--- src/rtl/uart_cmd_pkg.sv ---
// rtl/uart_cmd_pkg.sv - shared codes, channel indices and state type for the UART command decoder
package uart_cmd_pkg;

  // Default received-byte codes for each command channel
  localparam logic [7:0] CMD_RIGHT   = 8'h02;
  localparam logic [7:0] CMD_LEFT    = 8'h00;
  localparam logic [7:0] CMD_DOWN    = 8'h05;
  localparam logic [7:0] CMD_UP      = 8'h03;
  localparam logic [7:0] CMD_TRIGGER = 8'h06;

  // Channel positions inside o_cmd and the packed code table
  localparam int CH_RIGHT   = 0;
  localparam int CH_LEFT    = 1;
  localparam int CH_DOWN    = 2;
  localparam int CH_UP      = 3;
  localparam int CH_TRIGGER = 4;

  localparam int          NUM_CMDS_DEF   = 5;
  localparam logic [4:0]  PULSE_MASK_DEF = 5'b10000;

  // IDLE: no held channel; HOLD: exactly one held channel asserted
  typedef enum logic {
    IDLE = 1'b0,
    HOLD = 1'b1
  } state_t;

endpackage

--- src/rtl/uart_cmd_match.sv ---
// rtl/uart_cmd_match.sv - combinational priority matcher of a received byte against the code table
module uart_cmd_match #(
  parameter int                         DATA_W    = 8,
  parameter int                         NUM_CMDS  = 5,
  parameter int                         IDX_W     = 3,
  parameter logic [NUM_CMDS*DATA_W-1:0] CMD_CODES = '0
) (
  input  logic [DATA_W-1:0] i_data,
  output logic              o_hit,
  output logic [IDX_W-1:0]  o_idx
);

  // Scan from the top slice down so the lowest matching index is the last one written
  always_comb begin
    o_hit = 1'b0;
    o_idx = '0;
    for (int k = NUM_CMDS - 1; k >= 0; k--) begin
      if (i_data == CMD_CODES[k*DATA_W +: DATA_W]) begin
        o_hit = 1'b1;
        o_idx = IDX_W'(k);
      end
    end
  end

endmodule

--- src/rtl/uart_cmd_decode.sv ---
// rtl/uart_cmd_decode.sv - registered UART byte to command-channel decoder with hold timeout
module uart_cmd_decode
  import uart_cmd_pkg::*;
#(
  parameter int                         DATA_W      = 8,
  parameter int                         NUM_CMDS    = NUM_CMDS_DEF,
  parameter logic [NUM_CMDS*DATA_W-1:0] CMD_CODES   = {CMD_TRIGGER, CMD_UP, CMD_DOWN, CMD_LEFT, CMD_RIGHT},
  parameter logic [NUM_CMDS-1:0]        PULSE_MASK  = PULSE_MASK_DEF,
  parameter int unsigned                HOLD_CYCLES = 1000000,
  parameter int                         HOLD_W      = (HOLD_CYCLES > 0) ? $clog2(HOLD_CYCLES + 1) : 1
) (
  input  logic                i_clk,
  input  logic                i_rst_n,
  input  logic                i_done,
  input  logic [DATA_W-1:0]   i_data,
  output logic [NUM_CMDS-1:0] o_cmd,
  output logic                o_valid,
  output logic                o_unknown,
  output logic                o_active
);

  localparam int IDX_W = (NUM_CMDS > 1) ? $clog2(NUM_CMDS) : 1;

  state_t              r_state;
  logic [HOLD_W-1:0]   r_cnt;
  logic [NUM_CMDS-1:0] r_cmd;
  logic                r_valid;
  logic                r_unknown;

  state_t              w_state_nxt;
  logic [HOLD_W-1:0]   w_cnt_nxt;
  logic [NUM_CMDS-1:0] w_held_nxt;
  logic [NUM_CMDS-1:0] w_pulse_nxt;
  logic                w_valid_nxt;
  logic                w_unknown_nxt;
  logic                w_hit;
  logic [IDX_W-1:0]    w_idx;
  logic [NUM_CMDS-1:0] w_onehot;

  uart_cmd_match #(
    .DATA_W    (DATA_W),
    .NUM_CMDS  (NUM_CMDS),
    .IDX_W     (IDX_W),
    .CMD_CODES (CMD_CODES)
  ) u_match (
    .i_data (i_data),
    .o_hit  (w_hit),
    .o_idx  (w_idx)
  );

  assign w_onehot = NUM_CMDS'(1) << w_idx;

  // Next-state: timeout bookkeeping first, then a new byte overrides it (new byte wins on expiry)
  always_comb begin
    w_state_nxt   = r_state;
    w_cnt_nxt     = r_cnt;
    w_held_nxt    = r_cmd & ~PULSE_MASK;
    w_pulse_nxt   = '0;
    w_valid_nxt   = 1'b0;
    w_unknown_nxt = 1'b0;

    if (r_state == HOLD && HOLD_CYCLES != 0) begin
      if (r_cnt <= HOLD_W'(1)) begin
        w_held_nxt  = '0;
        w_state_nxt = IDLE;
        w_cnt_nxt   = '0;
      end else begin
        w_cnt_nxt = r_cnt - HOLD_W'(1);
      end
    end

    if (i_done) begin
      if (w_hit) begin
        w_valid_nxt = 1'b1;
        if (PULSE_MASK[w_idx]) begin
          // Pulse channels ride on top of whatever hold is running
          w_pulse_nxt = w_onehot;
        end else begin
          w_held_nxt  = w_onehot;
          w_state_nxt = HOLD;
          w_cnt_nxt   = HOLD_W'(HOLD_CYCLES);
        end
      end else begin
        // Unrecognised byte is treated as a safety stop
        w_unknown_nxt = 1'b1;
        w_held_nxt    = '0;
        w_state_nxt   = IDLE;
        w_cnt_nxt     = '0;
      end
    end
  end

  // State, counter and output registers with synchronous active-low reset
  always_ff @(posedge i_clk) begin
    if (!i_rst_n) begin
      r_state   <= IDLE;
      r_cnt     <= '0;
      r_cmd     <= '0;
      r_valid   <= 1'b0;
      r_unknown <= 1'b0;
    end else begin
      r_state   <= w_state_nxt;
      r_cnt     <= w_cnt_nxt;
      r_cmd     <= w_held_nxt | w_pulse_nxt;
      r_valid   <= w_valid_nxt;
      r_unknown <= w_unknown_nxt;
    end
  end

  assign o_cmd     = r_cmd;
  assign o_valid   = r_valid;
  assign o_unknown = r_unknown;
  assign o_active  = (r_state == HOLD);

endmodule

--- config.mk ---
export PLATFORM = sky130hd
export DESIGN_NAME = uart_cmd_decode
export DESIGN_NICKNAME = d
export VERILOG_FILES = /design/src/rtl/uart_cmd_pkg.sv /design/src/rtl/uart_cmd_match.sv /design/src/rtl/uart_cmd_decode.sv
export SDC_FILE = /design/constraint.sdc
export NUM_CORES = 1
export LEC_CHECK = 0
export BUFFER_PORTS_ARGS = -buffer_cell sky130_fd_sc_hd__buf_2
export CORE_MARGIN = 10
export CORE_UTILIZATION = 35
export DETAILED_ROUTE_END_ITERATION = 10
export SYNTH_ARGS = -nofsm -noshare
export SYNTH_HDL_FRONTEND = slang
export SYNTH_SLANG_ARGS = --single-unit
export TNS_END_PERCENT = 50
--- constraint.sdc ---
create_clock -name i_clk -period 3.8 [get_ports i_clk]
set_input_delay 0.38 -clock i_clk [delete_from_list [all_inputs] [get_ports i_clk]]
set_output_delay 0.38 -clock i_clk [all_outputs]
set_load 0.1 [all_outputs]
# == After elaboration in Yosys (flattened, before gate mapping) ==
# Memory sizes are Yosys's and may differ from the RTL's.
# Index checks and enable logic that the tools add are counted.
# word_totals
ff_bits,28
rom_bits,8
input_bits,11
output_inout_bits,8
word_cells,48
n_memories,1
# memory_table
name,depth,word_bits,rd,rd_ports_with_merged_regs,write_ports,line_no,text
(name not given),8,1,1,0,0,uart_cmd_decode.sv:75,if (PULSE_MASK[w_idx]) begin
# classes
add_sub_neg,1
order_cmp,2
eq_ne,4
shifts,1
muxes,31
bitwise_logic,1
reduce_logical,2
# op_table
op,n
$mux W20,5
$mux W5,7
$le A20 B1 Y1 const B,1
$sub A20 B1 Y20 const B,1
$eq A8 B2 Y1 const B,2
$eq A8 B3 Y1 const B,2
$mux W3,5
$mux W1,13
$logic_not A8 Y1,1
$or A5 B5 Y5,1
$shl A1 B3 Y5 const A,1
$lt A3 B4 Y1 const B,1
$mux W4,1
$reduce_and A2 Y1,1

# == Logic depth before layout (Yosys ltp) ==
# Gate-level depths: netlist of the first run.
# logic_depth
word_depth,12
ltp_mapped,8
mapped_depth_nobuf,7

# == Cells and area by module ==
# From an unflattened synthesis of the first run, not the netlist that was laid out.
# hier_totals
cells_unflattened,181
area_unflattened_um2,1465.2
# by_module_without_submodules
module,n_inst,cells_per_inst,area_per_inst_um2,seq_area_each_um2
uart_cmd_decode,1,167,1391.3,560.5
uart_cmd_match,1,14,73.8,0.0

# == Worst setup path after synthesis of the first run ==
# Ideal clock, no wire load.
# synth_timing
path_type,register -> register
start,"reg r_state, in the netlist o_active"
end,reg r_cnt[17]
setup_time_ns,0.132
arrival_time_ns,2.374
required_ns,3.668
slack_ns,1.293
stages_incl_launch_ff,7
path_buffers,1
synth_period_minus_slack_ns,2.507
path_cell_list,dfxtp_1 -> buf_2 -> nor4b_2 -> nand4_1 -> o41a_1 -> o21ai_0 -> a21oi_1
# synth_via
elab_chain_cells,4
# synth_lines
item,line_no,text
start: declaration,uart_cmd_decode.sv:24,state_t r_state;
start signal: assignment,uart_cmd_decode.sv:102,r_state <= w_state_nxt;
$mux W20 (*),uart_cmd_decode.sv:62,if (r_state == HOLD && HOLD_CYCLES != 0) begin
$mux W20,uart_cmd_decode.sv:75,
$mux W20,uart_cmd_decode.sv:73,if (w_hit) begin
$mux W20 (*),uart_cmd_decode.sv:72,if (i_done) begin
end signal: assignment,uart_cmd_decode.sv:103,r_cnt <= w_cnt_nxt;
end: declaration,uart_cmd_decode.sv:25,logic [HOLD_W-1:0] r_cnt;
# Mark *: on every way between the ends. The rest lies on a longest branch, timed or not.
# A chain may end at the register's enable or synchronous reset.

# == Final worst setup path of the first run ==
# layout_timing
start,in i_data[5]
end,reg r_cnt[1]
# layout_via
elab_chain_cells,11
word_cells_on_any_way,20
cone_classes,eq/ne: 4; mux: 14; reduce/logical: 1; memory: 1
# layout_lines
item,line_no,text
start: declaration,uart_cmd_decode.sv:15,"input logic [DATA_W-1:0] i_data,"
$eq A8 B3 Y1,uart_cmd_match.sv:18,if (i_data == CMD_CODES[k*DATA_W +: DATA_W]) begin
$mux W3 (5 in a row),uart_cmd_match.sv:18,
$mem_v2 Z8 W1,n/a,
$mux W1 (not written as such),uart_cmd_decode.sv:75,
$mux W20,uart_cmd_decode.sv:75,
$mux W20 (*),uart_cmd_decode.sv:73,
$mux W20 (*),uart_cmd_decode.sv:72,
# Mark *: on every way between the ends. The rest lies on a longest branch, timed or not. The select of a mux whose other input is x is not followed.

==> implementation parameters, run 1 <==
Parameter                              Value

Flow run
  Max cap viols    0

GRT
  Total Routing Usage GR    0.0865
  Maximum number of pins on one net before global-route repair    17
  Initial antenna violation count    0
  Remaining global-route overflow    0
  Global-route wire length before repair    5.15 mm
  Number of global-route vias before repair    1,175

Clock network
  Worst skew pair latency    0.28 ns
  TritonCTS clock tree    yes
  Num CTS Buffers    3
  Clock Sinks    28
  Clk pin slew, worst setup/hold paths    0.09 ns
  Hold buffer count at CTS    0
  Root buffer cell    sky130_fd_sc_hd__clkbuf_8
  Number of gates resized after CTS    0
  Clk buf depth    2
  Setup fix buffers added after clock tree synthesis    0
  Depth of the CTS H-tree    1

Synthesis
  Number of distinct standard cells referenced by the synthesized netlist    39
  Synthesized area per cell    9.00 sq um
  Share of synthesized registers carrying an async set or reset    0
  Number of flops mapped to enable cells by yosys    0
  Gate count of the mapped netlist    158
  Net count of the mapped netlist    171
  Mapped cell area    1420 sq um
  Count of state elements after synthesis    28
  Sequential share of the synthesized area    0.394
  Top flip-flop cell by instance count after synthesis    sky130_fd_sc_hd__dfxtp_1
  Total of warnings raised by yosys    0

Finish
  Antenna diodes    0
  Area occupied by registers    561 sq um
  Fillers    416
  Share of layout cells above drive strength 1    0.183
  Multi-input gate area in the final layout    808 sq um
  Cell area after layout    1610 sq um
  Final std cells w/o fill    225
  Nets    189
  Post-synthesis to final-layout area growth    13.4%

Worst setup path
  Crit path DAT    2.37 ns
  Category of the most critical setup path    input port to flip-flop
  Startpoint Class    input port
  Worst Setup End Kind    flip-flop
  Highest fanout seen on the critical path    14
  Worst Path Required    3.99 ns

Route
  Detailed route wirelength on metal2    1.39 mm
  Amount of wire on met3 after detailed routing    133 um
  Residual DRC    0
  Drt wl/cell    13.1 um
  Metal1 wirelength    1.37 mm
  Vias after detailed routing    1,191
  Initial DRT Pass Iterations    4
  Via density    5.29
  Overall routed net length    2.95 mm
  Top routing layer in use    met4
  Detailed Route Iter0 Violations    66
  Count of nets left with antenna violations after detail routing    0

Placed design
  Placed wire-length estimate    2.23 mm
  Number of I/O port buffers    18
  Count of placed standard cells including taps    221
  Pre-CTS WS    1.31 ns
  Final weighted congestion in routability-driven placement    0.788
  Placed Instance Area    1540 sq um

STA
  Worst-case headroom to the max-slew limit    0.545
  Count of endpoints failing hold in the final timing report    0
  Setup repair after global routing missed its margin    false
  Time the worst path needs with I/O delays and setup    2.18 ns
  Setup slack of the critical path after layout    1.62 ns
  Sum Neg Setup Slack    0 ns
  Clock skew after layout    0.00866 ns
  Post-route clock period utilization    0.575
  Actual slew at the worst max-slew pin    0.676 ns
  Count of pins over their slew limit    0
  Maximum clock frequency    458 MHz
  Final number of setup-violating endpoints    0

Run status
  Outcome    complete, no violations

Min path
  Class of the tightest hold or removal check    input port to flip-flop

Floorplan
  Top-level I/O count    19
  Total core area    3970 sq um
  Die outline height    83.7 um
  Number of placement rows    23
  Full die area    7010 sq um
  Initial core utilization    0.358
  Die X-Extent    83.7 um

Power and ir drop
  Switching Share    0.260
  Design internal power    483 uW
  Lkg Pwr    0.000583 uW
  Fraction of power consumed by sequential logic    0.478
  Net switching power of the design    170 uW
  Total power    653 uW
  Share of power burned in the clock network    0.360
  Pwr Density    405 nW/um^2
  Peak supply drop    138 uV
  Comb power frac    0.162
==> critical path, stage by stage <==
cell and delay [ns]:
sky130_fd_sc_hd__buf_2 0.09, sky130_fd_sc_hd__or4_4 0.53, sky130_fd_sc_hd__or2_4 0.26, sky130_fd_sc_hd__o31ai_4 0.57
sky130_fd_sc_hd__nand3b_4 0.27, sky130_fd_sc_hd__a211oi_1 0.27
==> placed cells by master (no fill, tap or decap), drive strengths merged, types with 2 or more instances in the layout <==
master  Yosys  final
dfxtp      28     28
nor2       22     22
buf         5     19
xnor2      12     12
nand2      10     10
a21oi      10     10
nor4        9      9
nand3       7      7
o21ai       6      6
xor2        5      5
nor3        5      5
nand4       4      4
inv         3      3
nor3b       3      3
o22ai       3      3
clkbuf      1      3
nor4b       3      3
or3         2      2
a211oi      2      2
nand4b      2      2
ha          2      2
or4         2      2
or2         2      2
nand3b      2      2
==> synth_stat cells (2+ instances only) <==
master	number	area, sq um
sky130_fd_sc_hd__nand4_1	3	18.8
sky130_fd_sc_hd__a21oi_1	10	50.1
sky130_fd_sc_hd__or3_1	2	12.5
sky130_fd_sc_hd__nor3b_1	3	22.5
sky130_fd_sc_hd__o22ai_1	3	18.8
sky130_fd_sc_hd__xor2_1	5	43.8
sky130_fd_sc_hd__nor4b_1	2	17.5
sky130_fd_sc_hd__nor3_1	5	25.0
sky130_fd_sc_hd__o21ai_0	6	30.0
sky130_fd_sc_hd__nor4_1	8	50.1
sky130_fd_sc_hd__nand4b_1	2	17.5
sky130_fd_sc_hd__nand3_1	7	35.0
sky130_fd_sc_hd__buf_2	3	15.0
sky130_fd_sc_hd__inv_1	3	11.3
sky130_fd_sc_hd__nor2_1	22	82.6
sky130_fd_sc_hd__xnor2_1	12	105
sky130_fd_sc_hd__nand2_1	10	37.5
sky130_fd_sc_hd__a211oi_1	2	15.0
sky130_fd_sc_hd__buf_6	2	22.5
sky130_fd_sc_hd__ha_1	2	25.0
sky130_fd_sc_hd__dfxtp_1	28	561
==> path summary, 6_finish.rpt <==
kind / endpoint / startpoint / slack, ns / depth (start not counted)
worst max register to register: r_cnt[17]$_SDFF_PN0_ / o_active$_SDFF_PN0_ / 1.67 / 5
worst min-delay path: o_valid$_SDFF_PN0_ / i_rst_n / 0.37 / 3
worst min register to register: o_cmd[3]$_SDFF_PN0_ / o_cmd[3]$_SDFF_PN0_ / 0.48 / 2
worst max-delay path: r_cnt[1]$_SDFF_PN0_ / i_data[5] / 1.62 / 6
==> cell families after synthesis <==
| kind of cell | after synthesis | synth area share |
|---|---|---|
| AOI/OAI and AO/OA | 26 | 0.125 |
| xor gates and xnor gates | 17 | 0.105 |
| adders and majority gates | 2 | 0.0176 |
| buffers and inverters | 9 | 0.0370 |
| DFF | 28 | 0.394 |
| and+or+nand+nor | 76 | 0.321 |
==> flip-flops by register name (all words and copies together) (netlist names) <==
register   cells
o_unknown      1
o_cmd          5
o_valid        1
o_active       1
r_cnt         20
==> cell type report <==
class,count,area share
Timing Repair Buffer,19,0.0606
Inverter,3,0.00699
Clock buffer,3,0.0256
Clock inverter,1,0.0186
Tap cell,50,0.0388
Sequential cell,28,0.348
Multi-Input combinational cell,121,0.502
==> layer usage <==
metal | GRT usage | vias to the layer above
met4 | 0.0457 | 0
met5 | 0 | -
met2 | 0.143 | 31
li1 | - | 597
met3 | 0.0234 | 5
met1 | 0.0986 | 558
==> through the flow <==
stage	util	hold WS [ns]
global placement	0.388	0.460
global route	0.406	0.376
finish	0.406	0.372
floorplan	-	0.477
CTS	0.406	0.362
detailed placement	0.388	0.461
==> power by group through the flow <==
stage	clock [uW]	combinational, uW	sequential (uW)
after floorplan	0	75.1	329
after global placement	0	103	318
after detailed placement	0	106	319
after CTS	240	106	312
after global routing	252	117	314
final	235	106	312
Note: power is estimated with default switching activity, not from simulation.
==> run 2, diff against run 1 <==
- ABC_AREA: not set -> 1
- clock period: 3.8 -> 1.8 ns (I/O delays scaled with it)
==> run 2 against run 1 <==
  * Clock skew decreased by 0.0068 ns
  * Via count up 26%
  * Die area grew 13%
  * Routed wire length is 26% higher
  * Critical endpoint is now r_cnt[14]$_SDFF_PN0_
==> implementation parameters, run 2 <==
Parameter                              Value

Synthesis
  Area contributors post-synth    sky130_fd_sc_hd__dfxtp_1 34%, sky130_fd_sc_hd__nand2_1 10%, sky130_fd_sc_hd__nor2_1 7.7%
  Number of distinct standard cells referenced by the synthesized netlist    27
  Net count of the mapped netlist    247
  Synthesized area per cell    7.11 sq um
  Cell taking the most area after synthesis    sky130_fd_sc_hd__dfxtp_1
  Commonest cells post-synth    45 x sky130_fd_sc_hd__nand2_1, 34 x sky130_fd_sc_hd__nor2_1, 28 x sky130_fd_sc_hd__dfxtp_1
  Share of the synthesized area in the top cell type    0.337
  Count of state elements after synthesis    28
  Number of flops mapped to enable cells by yosys    0
  Total of warnings raised by yosys    0
  Share of synthesized registers carrying an async set or reset    0
  Sequential share of the synthesized area    0.337
  Gate count of the mapped netlist    234
  Mapped cell area    1660 sq um
  Top flip-flop cell by instance count after synthesis    sky130_fd_sc_hd__dfxtp_1
  Leading cell type by number of instances after synthesis    sky130_fd_sc_hd__nand2_1

GRT
  Total Routing Usage GR    0.106
  Initial antenna violation count    0
  Number of global-route vias before repair    1,442
  Global-route wire length before repair    6.71 mm
  Maximum number of pins on one net before global-route repair    15
  Remaining global-route overflow    0

Route
  Detailed Route Iter0 Violations    97
  Initial DRT Pass Iterations    4
  Drt wl/cell    12.2 um
  Via density    4.90
  Overall routed net length    3.73 mm
  Count of nets left with antenna violations after detail routing    0
  Vias after detailed routing    1,504
  Residual DRC    0

Worst setup path
  Count of cells along the worst register-to-register path    7
  Crit path DAT    1.78 ns
  Critical path startpoint    r_cnt[0]$_SDFF_PN0_
  Worst Setup End Kind    flip-flop
  Category of the most critical setup path    flip-flop to flip-flop
  Startpoint Class    flip-flop
  Worst r2r src    r_cnt[0]$_SDFF_PN0_
  Destination of the critical timing path    r_cnt[14]$_SDFF_PN0_
  Endpoint of the lowest-slack register-to-register path    r_cnt[14]$_SDFF_PN0_
  Register-to-register setup slack    0.20 ns
  Highest fanout seen on the critical path    10
  Worst Path Required    1.98 ns

Clock network
  Clk buf depth    2
  Depth of the CTS H-tree    1
  Number of gates resized after CTS    0
  Clk pin slew, worst setup/hold paths    0.09 ns
  Setup fix buffers added after clock tree synthesis    0
  Root buffer cell    sky130_fd_sc_hd__clkbuf_8
  Num CTS Buffers    3
  Hold buffer count at CTS    0
  TritonCTS clock tree    yes
  Worst skew pair latency    0.28 ns
  Clock Sinks    28

Floorplan
  Full die area    7910 sq um
  Top-level I/O count    19
  Initial core utilization    0.357
  Die outline height    89.0 um
  Die X-Extent    89.0 um
  Total core area    4660 sq um
  Number of placement rows    25

Finish
  Max reg flops    20
  Share of layout cells above drive strength 1    0.229
  Most common cell after layout, fill and taps aside    sky130_fd_sc_hd__nand2_1
  Reg with most FFs    r_cnt
  Post-synthesis to final-layout area growth    10.7%
  Most used cells in the layout excluding fill and tap cells    45 x sky130_fd_sc_hd__nand2_1, 34 x sky130_fd_sc_hd__nor2_1, 27 x sky130_fd_sc_hd__dfxtp_1, 24 x sky130_fd_sc_hd__inv_1, 23 x sky130_fd_sc_hd__nand3_1
  Nets    268
  Antenna diodes    0

Run status
  Outcome    complete, no violations

STA
  Post-route clock period utilization    0.889
  Count of endpoints failing hold in the final timing report    0
  Clock skew after layout    0.00185 ns
  Actual slew at the worst max-slew pin    0.497 ns
  Time the worst path needs with I/O delays and setup    1.60 ns
  Count of pins over their slew limit    0
  Setup repair after global routing missed its margin    false
  Worst-case headroom to the max-slew limit    0.671
  Final number of setup-violating endpoints    0
  Sum Neg Setup Slack    0 ns
  Worst hold margin    0.189 ns
  Maximum clock frequency    625 MHz
  Setup slack of the critical path after layout    0.200 ns

Power and ir drop
  Pwr Density    710 nW/um^2
  Lkg Pwr    0.000844 uW
  Peak supply drop    288 uV

Placed design
  Final weighted congestion in routability-driven placement    0.822
  Pre-CTS WS    0.209 ns
  Placed wire-length estimate    3.01 mm
  Number of I/O port buffers    18

Min path
  Class of the tightest hold or removal check    input port to flip-flop

Flow run
  Max cap viols    0
[run 2: layout make-up]
cell class	count	area, sq um
clock buffer	3	41.3
inverter	27	101
tap	54	67.6
timing repair buffer	18	90.1
fill	515	2820
sequential	28	562
multi-input combinational	177	980
[run 2: how the worst min path moves through the flow]
stage / slack [ns] / start / endpoint / depth (start not counted)
final: 0.19 / i_rst_n / o_valid$_SDFF_PN0_ / 3
after global routing: 0.18 / i_rst_n / r_cnt[12]$_SDFF_PN0_ / 3
after CTS: 0.18 / i_rst_n / o_valid$_SDFF_PN0_ / 3
after detailed placement: 0.47 / o_cmd[1]$_SDFF_PN0_ / o_cmd[1]$_SDFF_PN0_ / 2
after global placement: 0.47 / r_cnt[0]$_SDFF_PN0_ / r_cnt[0]$_SDFF_PN0_ / 2
after floorplan: 0.31 / i_done / o_valid$_SDFF_PN0_ / 2
[run 2: report_power, final]
part / switching (uW) / internal [uW] / total [uW]
combinational: 196 / 92.0 / 288
clock: 202 / 151 / 353
sequential: 25.6 / 641 / 666
total: 424 / 884 / 1310
[run 2: worst max-delay path, stage by stage (launching register included)]
cell                      delay, ns
sky130_fd_sc_hd__dfxtp_1       0.34
sky130_fd_sc_hd__inv_1         0.14
sky130_fd_sc_hd__ha_1          0.27
sky130_fd_sc_hd__o21ai_0       0.10
sky130_fd_sc_hd__nor2_1        0.20
sky130_fd_sc_hd__nand4_4       0.19
sky130_fd_sc_hd__a21oi_1       0.20
sky130_fd_sc_hd__nor2_1        0.05
[run 2: cell families (layout without fill, tap and decap cells)]
logic type	Yosys count	in the layout	share of synthesized area
compound gates	26	26	0.0857
flops	28	28	0.337
xor+xnor	4	4	0.0211
simple gates	145	145	0.467
buf+inv	29	48	0.0744
fa+ha+maj	2	2	0.0150
[run 2: routing by layer]
| layer | wire, um | track usage | vias to the layer above |
|---|---|---|---|
| met5 | 0 | 0 | - |
| met4 | 42 | 0.0491 | 0 |
| met3 | 157 | 0.0228 | 3 |
| met2 | 1720 | 0.167 | 25 |
| met1 | 1820 | 0.136 | 673 |
| li1 | - | - | 803 |
[run 2: through the flow]
stage           util  std cells  cell area, sq um  total power (uW)
2_1_floorplan      -        234              1670               908
5_1_grt        0.395        307              1840              1380
6_report       0.395        307              1840              1310
3_5_place_dp   0.386        304              1800               969
3_3_place_gp   0.386        304              1800               969
4_1_cts        0.395        307              1840              1320
==> run 3, diff against run 2 <==
- ABC_AREA: 1 -> 0
==> run 3 against run 2 <==
  * The run now ends with setup timing left
  * Clock skew up 0.0054 ns
  * Worst hold slack worse by 0.0097 ns
  * Power up 7.3%
  * Via count down 14%
  * Worst setup slack worse by 0.20 ns
  * Die area down 11%
  * Critical path type unchanged
  * Critical endpoint is now r_cnt[7]$_SDFF_PN0_
  * Highest routed layer unchanged
==> implementation parameters, run 3 (synthesis results as in run 1) <==
Parameter                              Value

Power and ir drop
  Pwr Density    756 nW/um^2
  Lkg Pwr    0.000729 uW
  Peak supply drop    317 uV

Worst setup path
  Count of cells along the worst register-to-register path    6
  Number of cells on the critical path    6
  Highest fanout seen on the critical path    9
  Worst-path cell chain    or4_4, nor4_4, nand4_4, nand3b_4, buf_12, nor2_1
  Slowest Stage Delay on Critical Path    0.57 ns
  Cell class contributing the biggest share of worst-path delay    simple AND/OR/NAND/NOR gates
  Worst Setup End Kind    flip-flop
  Crit path DAT    1.99 ns
  Worst Path Required    1.98 ns
  Startpoint Class    flip-flop
  Number of buffers and inverters on the critical path    1
  Crit-path slowest cell    sky130_fd_sc_hd__or4_4
  Category of the most critical setup path    flip-flop to flip-flop

GRT
  Total Routing Usage GR    0.100
  Global-route wire length before repair    6.06 mm
  Remaining global-route overflow    0
  Initial antenna violation count    0
  Maximum number of pins on one net before global-route repair    17
  Number of global-route vias before repair    1,357

STA
  Final number of setup-violating endpoints    1
  Time the worst path needs with I/O delays and setup    1.81 ns
  Setup repair after global routing missed its margin    true
  Sum Neg Setup Slack    -0.00521 ns
  Clock skew after layout    0.00724 ns
  Count of pins over their slew limit    0
  Count of endpoints failing hold in the final timing report    0
  Worst-case headroom to the max-slew limit    0.672
  Actual slew at the worst max-slew pin    0.496 ns
  Post-route clock period utilization    1.00
  Maximum clock frequency    554 MHz
  Setup slack of the critical path after layout    -0.00521 ns

Finish
  Antenna diodes    0
  Reg with most FFs    r_cnt
  Post-synthesis to final-layout area growth    30.5%
  Cell area after layout    1860 sq um
  Nets    218
  Most used cells in the layout excluding fill and tap cells    29 x sky130_fd_sc_hd__buf_4, 27 x sky130_fd_sc_hd__dfxtp_1, 21 x sky130_fd_sc_hd__nor2_1, 18 x sky130_fd_sc_hd__buf_2, 12 x sky130_fd_sc_hd__xnor2_1
  Max reg flops    20
  Fraction of the core area covered by cells at the end of the flow    0.467
  Share of layout cells above drive strength 1    0.314
  Final std cells w/o fill    254
  Most common cell after layout, fill and taps aside    sky130_fd_sc_hd__buf_4
  Fillers    402

Run status
  Failing checks    setup timing
  Outcome    finished with violations

Clock network
  TritonCTS clock tree    yes
  Root buffer cell    sky130_fd_sc_hd__clkbuf_8
  Clock Sinks    28
  Clk pin slew, worst setup/hold paths    0.10 ns
  Num CTS Buffers    3
  Clk buf depth    2
  Depth of the CTS H-tree    1
  Worst skew pair latency    0.29 ns

Min path
  Class of the tightest hold or removal check    input port to flip-flop
  Cell depth of the worst min-delay path    3

Floorplan
  Initial core utilization    0.358
  Top-level I/O count    19
  Die outline height    83.7 um
  Full die area    7010 sq um
  Die X-Extent    83.7 um
  Number of placement rows    23
  Total core area    3970 sq um

Placed design
  Placed wire-length estimate    2.65 mm
  Placed Instance Area    1770 sq um
  Count of placed standard cells including taps    248
  Number of I/O port buffers    18
  Final weighted congestion in routability-driven placement    0.763

Route
  Via density    5.11
  Overall routed net length    3.44 mm
  Drt wl/cell    13.5 um
  Initial DRT Pass Iterations    4
  Count of nets left with antenna violations after detail routing    0
  Residual DRC    0
  Detailed Route Iter0 Violations    87
  Vias after detailed routing    1,299

Flow run
  Max cap viols    0
-- run 3: layer usage --
layer	track usage	wire length, um	up-vias
li1	-	-	661
met1	0.112	1560	613
met2	0.176	1690	21
met3	0.0244	132	4
met4	0.0411	63	0
met5	0	0	-
-- run 3: through the flow --
| step | total power [uW] | setup WS (ns) | hold WS, ns |
|---|---|---|---|
| after CTS | 1410 | -0.0163 | 0.170 |
| final | 1400 | -0.00521 | 0.179 |
| after global routing | 1460 | -0.0760 | 0.198 |
| after floorplan | 855 | -0.00673 | 0.323 |
| after detailed placement | 950 | -0.146 | 0.465 |
| after global placement | 945 | -0.0491 | 0.451 |
-- run 3: final timing paths --
path | start | to | slack, ns
setup / recovery | r_cnt[17]$_SDFF_PN0_ | r_cnt[7]$_SDFF_PN0_ | -0.005
hold / removal | i_rst_n | o_cmd[4]$_SDFF_PN0_ | 0.18
setup reg to reg | r_cnt[17]$_SDFF_PN0_ | r_cnt[7]$_SDFF_PN0_ | -0.005
hold reg to reg | o_cmd[0]$_SDFF_PN0_ | o_cmd[0]$_SDFF_PN0_ | 0.47
-- run 3: area by class of cell --
class	instances	area [sq um]	area share
flip-flops and latches	28	564	0.304
well taps	50	62.6	0.0337
multi-input cells	121	823	0.444
clock buffers	4	66.3	0.0357
repair buffers	48	328	0.177
inverters	3	11.3	0.00607
-- run 3: what timing repair did --
action,CTS,global route
gates cloned,0,0
setup buffers,1,1
endpoints found under the hold margin,0,0
gates resized for setup,1,2
pin swaps,0,1
endpoints found under the setup margin,20,18
hold buffers,0,0
-- run 3: worst reg2reg max path, cell delays in order (launching register included) --
cell                       delay, ns
sky130_fd_sc_hd__dfxtp_1        0.33
sky130_fd_sc_hd__or4_4          0.57
sky130_fd_sc_hd__nor4_4         0.23
sky130_fd_sc_hd__nand4_4        0.22
sky130_fd_sc_hd__nand3b_4       0.18
sky130_fd_sc_hd__buf_12         0.13
sky130_fd_sc_hd__nor2_1         0.05
-- run 3: where the power goes --
part	total, uW	internal [uW]	switching [uW]
Clock	452	243	210
Sequential	657	637	19.8
Combinational	294	136	158
Total	1400	1020	387
